===== src/rtl/vx_sfu_pe_router.sv =====
`default_nettype none
// ============================================================================
// Module      : vx_sfu_pe_router
// Description : Request/response router between the SFU dispatch stage and
//               PE_COUNT processing elements. Requests are steered
//               combinationally to the selected PE. A per-PE credit counter
//               limits the work outstanding on each PE. PE responses are
//               merged round-robin into one registered output stream.
//               Optional feature macro: SFU_PE_ROUTER_PERF_EN adds per-PE
//               32-bit request-stall counters on perf_stall_cnt.
// Revision    : 1.0 - initial release
// ============================================================================
module vx_sfu_pe_router #(
    parameter int PE_COUNT     = 2,
    parameter int DATA_WIDTH   = 64,
    parameter int RSP_WIDTH    = 64,
    parameter int MAX_INFLIGHT = 4,
    localparam int PE_SEL_BITS = (PE_COUNT > 1) ? $clog2(PE_COUNT) : 1,
    localparam int CNT_BITS    = $clog2(MAX_INFLIGHT + 1)
) (
    input  logic                          clk,
    input  logic                          reset,
    input  logic                          req_valid,
    output logic                          req_ready,
    input  logic [PE_SEL_BITS-1:0]        req_pe_sel,
    input  logic [DATA_WIDTH-1:0]         req_data,
    output logic [PE_COUNT-1:0]           pe_req_valid,
    input  logic [PE_COUNT-1:0]           pe_req_ready,
    output logic [DATA_WIDTH-1:0]         pe_req_data,
    input  logic [PE_COUNT-1:0]           pe_rsp_valid,
    output logic [PE_COUNT-1:0]           pe_rsp_ready,
    input  logic [PE_COUNT*RSP_WIDTH-1:0] pe_rsp_data,
    output logic                          rsp_valid,
    input  logic                          rsp_ready,
    output logic [RSP_WIDTH-1:0]          rsp_data,
    output logic [PE_SEL_BITS-1:0]        rsp_pe_idx,
    output logic                          busy
`ifdef SFU_PE_ROUTER_PERF_EN
    ,
    output logic [PE_COUNT*32-1:0]        perf_stall_cnt
`endif
);

    localparam logic [CNT_BITS-1:0]    c_cnt_max  = CNT_BITS'(MAX_INFLIGHT);
    localparam logic [CNT_BITS-1:0]    c_cnt_one  = CNT_BITS'(1);
    localparam logic [PE_SEL_BITS-1:0] c_last_idx = PE_SEL_BITS'(PE_COUNT - 1);
    localparam logic [PE_SEL_BITS-1:0] c_idx_one  = PE_SEL_BITS'(1);

    logic [PE_COUNT-1:0]    w_sel_hot;
    logic [PE_COUNT-1:0]    w_full;
    logic [PE_COUNT-1:0]    w_req_hs;
    logic [PE_COUNT-1:0]    w_rsp_hs;
    logic [PE_COUNT-1:0]    w_cnt_nz;

    logic                   w_load;
    logic                   w_any;
    logic [PE_SEL_BITS-1:0] w_grant_idx;
    logic [RSP_WIDTH-1:0]   w_grant_data;
    int                     w_best_dist;
    int                     w_dist;

    logic [PE_SEL_BITS-1:0] r_ptr;
    logic                   r_rsp_valid;
    logic [RSP_WIDTH-1:0]   r_rsp_data;
    logic [PE_SEL_BITS-1:0] r_rsp_pe_idx;

    // An out-of-range select matches no bit of w_sel_hot, so the request
    // simply stalls with no PE valid raised.
    assign req_ready   = |(w_sel_hot & pe_req_ready & ~w_full);
    assign pe_req_data = req_data;

    // The output register can take a new response when empty or draining.
    assign w_load = ~r_rsp_valid | rsp_ready;

    generate
        for (genvar i = 0; i < PE_COUNT; i++) begin : g_pe
            logic [CNT_BITS-1:0] r_cnt;

            assign w_sel_hot[i]    = (req_pe_sel == PE_SEL_BITS'(i));
            assign w_full[i]       = (r_cnt == c_cnt_max);
            assign pe_req_valid[i] = req_valid & w_sel_hot[i] & ~w_full[i];
            assign w_req_hs[i]     = pe_req_valid[i] & pe_req_ready[i];
            assign pe_rsp_ready[i] = w_load & w_any & (w_grant_idx == PE_SEL_BITS'(i));
            assign w_rsp_hs[i]     = pe_rsp_valid[i] & pe_rsp_ready[i];
            assign w_cnt_nz[i]     = |r_cnt;

            // In-flight credit count: +1 on issue, -1 on return, both cancel.
            always_ff @(posedge clk or posedge reset) begin
                if (reset) begin
                    r_cnt <= '0;
                end else if (w_req_hs[i] && !w_rsp_hs[i] && (r_cnt != c_cnt_max)) begin
                    r_cnt <= r_cnt + c_cnt_one;
                end else if (w_rsp_hs[i] && !w_req_hs[i] && (r_cnt != '0)) begin
                    r_cnt <= r_cnt - c_cnt_one;
                end
            end

`ifdef SFU_PE_ROUTER_PERF_EN
            logic [31:0] r_stall_cnt;

            // Count cycles a request aimed at this PE is held off; wraps freely.
            always_ff @(posedge clk or posedge reset) begin
                if (reset) begin
                    r_stall_cnt <= '0;
                end else if (req_valid && w_sel_hot[i] && !req_ready) begin
                    r_stall_cnt <= r_stall_cnt + 32'd1;
                end
            end

            assign perf_stall_cnt[i*32 +: 32] = r_stall_cnt;
`endif

`ifndef SYNTHESIS
            a_no_rsp_underflow : assert property (
                @(posedge clk) disable iff (reset) w_rsp_hs[i] |-> (r_cnt != '0));
`endif
        end
    endgenerate

    // Round-robin pick: the valid PE closest to r_ptr (wrapping) wins.
    always_comb begin
        w_any        = 1'b0;
        w_grant_idx  = '0;
        w_best_dist  = PE_COUNT;
        w_dist       = 0;
        w_grant_data = '0;
        for (int i = 0; i < PE_COUNT; i++) begin
            w_dist = i - int'(r_ptr);
            if (w_dist < 0) begin
                w_dist = w_dist + PE_COUNT;
            end
            if (pe_rsp_valid[i] && (w_dist < w_best_dist)) begin
                w_best_dist = w_dist;
                w_grant_idx = PE_SEL_BITS'(i);
                w_any       = 1'b1;
            end
        end
        for (int i = 0; i < PE_COUNT; i++) begin
            if (w_grant_idx == PE_SEL_BITS'(i)) begin
                w_grant_data = pe_rsp_data[i*RSP_WIDTH +: RSP_WIDTH];
            end
        end
    end

    // Single-entry output register and round-robin pointer update.
    always_ff @(posedge clk or posedge reset) begin
        if (reset) begin
            r_rsp_valid  <= 1'b0;
            r_rsp_data   <= '0;
            r_rsp_pe_idx <= '0;
            r_ptr        <= '0;
        end else if (w_load && w_any) begin
            r_rsp_valid  <= 1'b1;
            r_rsp_data   <= w_grant_data;
            r_rsp_pe_idx <= w_grant_idx;
            r_ptr        <= (w_grant_idx == c_last_idx) ? '0 : (w_grant_idx + c_idx_one);
        end else if (rsp_ready) begin
            r_rsp_valid  <= 1'b0;
        end
    end

    assign rsp_valid  = r_rsp_valid;
    assign rsp_data   = r_rsp_data;
    assign rsp_pe_idx = r_rsp_pe_idx;
    assign busy       = (|w_cnt_nz) | r_rsp_valid;

`ifndef SYNTHESIS
    a_sel_in_range : assert property (
        @(posedge clk) disable iff (reset) req_valid |-> (int'(req_pe_sel) < PE_COUNT));
`endif

endmodule
`default_nettype wire

===== config.mk =====
export PLATFORM = sky130hd
export DESIGN_NAME = vx_sfu_pe_router
export DESIGN_NICKNAME = d
export VERILOG_FILES = /design/src/rtl/vx_sfu_pe_router.sv
export SDC_FILE = /design/constraint.sdc
export NUM_CORES = 1
export LEC_CHECK = 0
export ABC_CLOCK_PERIOD_IN_PS = 3800
export CORE_AREA = 8 8 126 128
export CTS_CLUSTER_DIAMETER = 50
export DETAILED_ROUTE_END_ITERATION = 16
export DIE_AREA = 0 0 134 136
export PLACE_DENSITY = 0.8
export RECOVER_POWER = 100
export SLEW_MARGIN = 15
export SYNTH_ARGS = -nofsm -noshare
export SYNTH_HDL_FRONTEND = slang
export SYNTH_SLANG_ARGS = --single-unit

===== constraint.sdc =====
create_clock -name clk -period 3.8 [get_ports clk]
set_clock_uncertainty 0.1 [all_clocks]
set_input_delay 0.95 -clock clk [delete_from_list [all_inputs] [get_ports clk]]
set_output_delay 0.95 -clock clk [all_outputs]
set_load 0.02 [all_outputs]

======== Word level (Yosys, flattened, before mapping) ========
Index checks and enable logic that the tools add are counted.
storage, ports and cells
  register bits ........................... 73
  input bits .............................. 201
  output and inout port bits .............. 136
operators by class
  eq/ne operators ......................... 4
  multiplexer cells ....................... 14
  order comparisons ....................... 4
  add/sub/neg operators ................... 9
  bitwise operators ....................... 21
  reduce and logical (&&, ||, !) cells .... 22
operators with widths
  kind                                                                            number
  32-bit two-way mux                                                              3
  64-bit two-way mux                                                              1
  32-bit by 3-bit less-than comparator with 1-bit output (second input constant)  1
  32-bit less-than comparator                                                     1
  3-bit two-way mux                                                               4
  1-bit AND                                                                       11
  1-bit logical AND                                                               11
  2-bit by 3-bit adder with 4-bit output (second input constant)                  2
  3-bit by 1-bit adder with 3-bit output (second input constant)                  2
  3-bit equality test (second input constant)                                     2
  1-bit two-way mux                                                               6
  3-bit != test (second input constant)                                           2
  2-bit nonzero test                                                              3
  3-bit nonzero test                                                              2
  6-bit OR reduction                                                              1
  3-bit by 1-bit subtractor with 3-bit output (second input constant)             2
  1-bit NOT                                                                       5
  2-bit AND                                                                       2
  1-bit logical NOT                                                               4
  2-bit by 1-bit less-than comparator with 1-bit output (second input constant)   2
  1-bit by 1-bit subtractor with 2-bit output (first input constant)              2
  2-bit NOT                                                                       1
  1-bit bitwise OR                                                                2
  2-bit OR reduction                                                              1
  1-bit adder (second input constant)                                             1

======== Depth between registers and ports, before layout ========
  depth after elaboration ................. 16
  depth in mapped cells ................... 10

======== Worst setup path before layout ========
No wires, ideal clock.
  kind .................................... input port to output port
  from .................................... input rsp_ready
  to ...................................... output pe_rsp_ready[1]
  data required time ...................... 2.750 ns
  arrival ................................. 1.880 ns
  buffers on the path ..................... 4
  stages on the path ...................... 7
  setup slack ............................. 0.870 ns
  path through ............................ nor2b_4 buf_6 or3_1 buf_6 clkinv_4 buf_8 buf_6
on the way
  longest elaborated chain between the ends .. 3
RTL lines
  item                     line  text
  from (decl)              34    input logic rsp_ready,
  1-bit bitwise OR         73    assign w_load = ~r_rsp_valid | rsp_ready;
  1-bit AND (2 in series)  83    assign pe_rsp_ready[i] = w_load & w_any & (w_grant_idx == PE_SEL_BITS'(i));
  to (decl)                31    output logic [PE_COUNT-1:0] pe_rsp_ready,
Every way passes these cells.

======== Final worst setup path ========
Ends and elaborated chain as after synthesis.

==> impl_metrics.env <==
export IMPL_path_common_cell="clkdlybuf4s50_1"
export IMPL_grt_busiest_layer="met2"
export IMPL_place_gp_congestion=0.780
export IMPL_place_area_sq_mm=0.00565
export IMPL_yosys_warnings=0
export IMPL_syn_to_final_growth_pct=53.6
export IMPL_groute_layer_met2_usage_pct=23.4
export IMPL_dr_pass1_iters=8
export IMPL_path_delay_family="buffers and inverters"
export IMPL_synth_ff_type="dfrtp_1"
export IMPL_critical_path_arrival_ns=2.65
export IMPL_fin_ws_ns=0.103
export IMPL_status="complete, but fails checks"
export IMPL_clock_sinks=73
export IMPL_p_per_area_mw_per_mm2=487
export IMPL_cp_required_ns=2.75
export IMPL_endpoint_kind="output pin"
export IMPL_fin_area_sq_mm=0.00592
export IMPL_ioPinCount=337
export IMPL_hold_viol_final=0
export IMPL_port_buffers=208
export IMPL_syn_inst=361
export IMPL_placed_cells=677
export IMPL_rows=44
export IMPL_crit_fanout=2
export IMPL_setup_violations=0
export IMPL_worstHoldPathType="reg -> reg"
export IMPL_final_common_cell="clkdlybuf4s50_1"
export IMPL_drt_iter0_drc=432
export IMPL_post_place_ws_ns=0.0626
export IMPL_post_drt_wl_per_cell_microns=18.8
export IMPL_antenna_cells=0
export IMPL_min_from="rsp_data[62]"
export IMPL_max_cap_violations=1
export IMPL_violations="capacitance limit, slew limit"
export IMPL_die_height_microns=136
export IMPL_yosysSeqAreaShare_pct=47.4
export IMPL_grt_pass1_wl_microns=20400
export IMPL_slew_headroom_pct=-15.8
export IMPL_fmax_mhz=270
export IMPL_synthDistinctLibCells=48
export IMPL_cts_buffers_inserted=9
export IMPL_cp_buffers_inverters=3
export IMPL_drc=0
export IMPL_grt_util_met3_pct=6.80
export IMPL_mostFrequentLayoutCells="136 x clkdlybuf4s50_1, 73 x dfrtp_1, 72 x dlygate4sd3_1"
export IMPL_max_stage_delay_ns=0.60
export IMPL_stdcell_count=693
export IMPL_setup_tns_ns=0
export IMPL_drive_gt1_share_pct=6.68
export IMPL_worstPathCellList="clkdlybuf4s50_1 > nor2b_4 > or3_1 > clkinv_4 > clkdlybuf4s50_1"
export IMPL_period_minus_slack_ns=3.70
export IMPL_timing_rr_start="rsp_valid"
export IMPL_grt_usage_pct=14.2
export IMPL_vias=3511
export IMPL_worst_pin_slew_ns=1.72
export IMPL_antenna_found_initial=0
export IMPL_start_kind="primary input"
export IMPL_post_synth_cell_area_avg_sq_um=10.7
export IMPL_cts_buffer_depth=2
export IMPL_setup_worst_path_start="rsp_ready"
export IMPL_nets=707
export IMPL_ctsResizeCount=0
export IMPL_die_w_microns=134
export IMPL_met1_usage_pct=14.6
export IMPL_dieArea_sq_mm=0.0182
export IMPL_clock_root_buffer="clkbuf_16"
export IMPL_max_vdd_ir_drop_mv=0.266
export IMPL_synth_edf_count=0
export IMPL_grt_setup_unrepaired="no"
export IMPL_post_cts_repair_setup_buffers=0
export IMPL_synthesis_area_sq_mm=0.00385
export IMPL_clk_pin_slew_worst_paths_ns=0.06
export IMPL_htree_levels=3
export IMPL_slowest_stage="clkdlybuf4s50_1"
export IMPL_gr_total_overflow=0
export IMPL_ys_seq_elements=73
export IMPL_leakage_nw=2.71
export IMPL_drtAntennaViolNets=0
export IMPL_grt_max_degree=70
export IMPL_timing_worst_setup_path_type="in -> out"
export IMPL_cts_tree="yes"
export IMPL_viasPerCell=5.07
export IMPL_worstSkewPairLatency_ns=0.33
export IMPL_syn_nets=564
export IMPL_holdBufCountCts=0
export IMPL_fin_crit_sh_pct=97.3
export IMPL_initial_core_util_pct=27.5
export IMPL_place_hpwl_microns=9950
export IMPL_routed_wl_microns=13000
export IMPL_slew_violations=24
export IMPL_core_sq_mm=0.0140
export IMPL_synth_async_sr_flop_share_pct=100
export IMPL_grt_pass1_vias=3937
## worst min-delay path: cells and delay by family, from the launching register on
kind	cells	cell delay (ns)
flops	1	0.33
compound gates	1	0.08
buf+inv	1	0.05
## layout make-up
cell class	count	area, sq um
multi-input combinational	132	1130
inverter	69	264
sequential	73	1830
clock inverter	6	72.6
clock buffer	10	239
timing repair buffer	219	2150
tap	184	230
fill	1324	8120
## synthesized netlist by cell type, types with 2 or more instances
library cell,count,share of area (%)
a211oi_1,2,0.39
a21oi_1,5,0.65
a222oi_1,64,17
buf_2,12,1.6
buf_4,64,12
buf_6,5,1.5
clkbuf_1,5,0.49
dfrtp_1,73,47
fa_1,2,1.0
inv_1,68,6.6
mux2_2,2,0.58
mux2i_1,2,0.52
nand2_1,9,0.88
nand3_1,2,0.26
nand4_1,2,0.32
nor2_1,2,0.19
nor3_1,2,0.26
nor3b_2,2,0.65
nor4_1,4,0.65
o21ai_0,4,0.52
o22ai_1,2,0.32
or3_1,2,0.32
## layer usage
layer	wire length [microns]	vias to the layer above	share of wire [%]
met2	6420	215	49
li1	-	1555	-
met5	0	-	0
met4	437	0	3.4
met3	1420	49	11
met1	4740	1692	36
## flip-flops by register name, indices dropped and copies added, names as in the netlist
name and cells:
rsp_data 64, rsp_pe_idx 1, rsp_valid 1, r_ptr 1, g_pe.r_cnt 6
## cell families after synthesis
group           count (synthesis)  synth area share [%]
buf+inv                       156                  23.2
compound gates                 88                  21.0
flops                          73                  47.4
simple gates                   37                  6.04
mux                             4                  1.10
fa+ha+maj                       2                  1.04
xor+xnor                        1                 0.227
## power by group
group	switching (W)	internal, W
clock network	0.000340	0.000534
logic	0.000473	0.000479
registers	0.000132	0.000926
total	0.000945	0.00194
## per-stage QoR
stage | util [%] | total power [W] | hold slack (ns)
after floorplan | - | 0.00166 | 0.390
after global placement | 40.2 | 0.00204 | 0.388
after detailed placement | 40.2 | 0.00208 | 0.390
after CTS | 42.5 | 0.00298 | 0.404
after global routing | 42.2 | 0.00306 | 0.424
final | 42.2 | 0.00288 | 0.401
## worst paths after layout
check | endpoint | slack [ns] | cells after the start
setup / recovery | pe_rsp_ready[1] | 0.10 | 5
hold / removal | rsp_data[62] | 0.40 | 2
setup reg to reg | g_pe[1].r_cnt[0] | 1.04 | 6
hold reg to reg | rsp_data[62] | 0.40 | 2
max in group asynchronous | rsp_data[18] | 0.65 | 3
min in group asynchronous | rsp_data[10] | 1.30 | 2
Note: power is estimated with default switching activity, not from simulation.
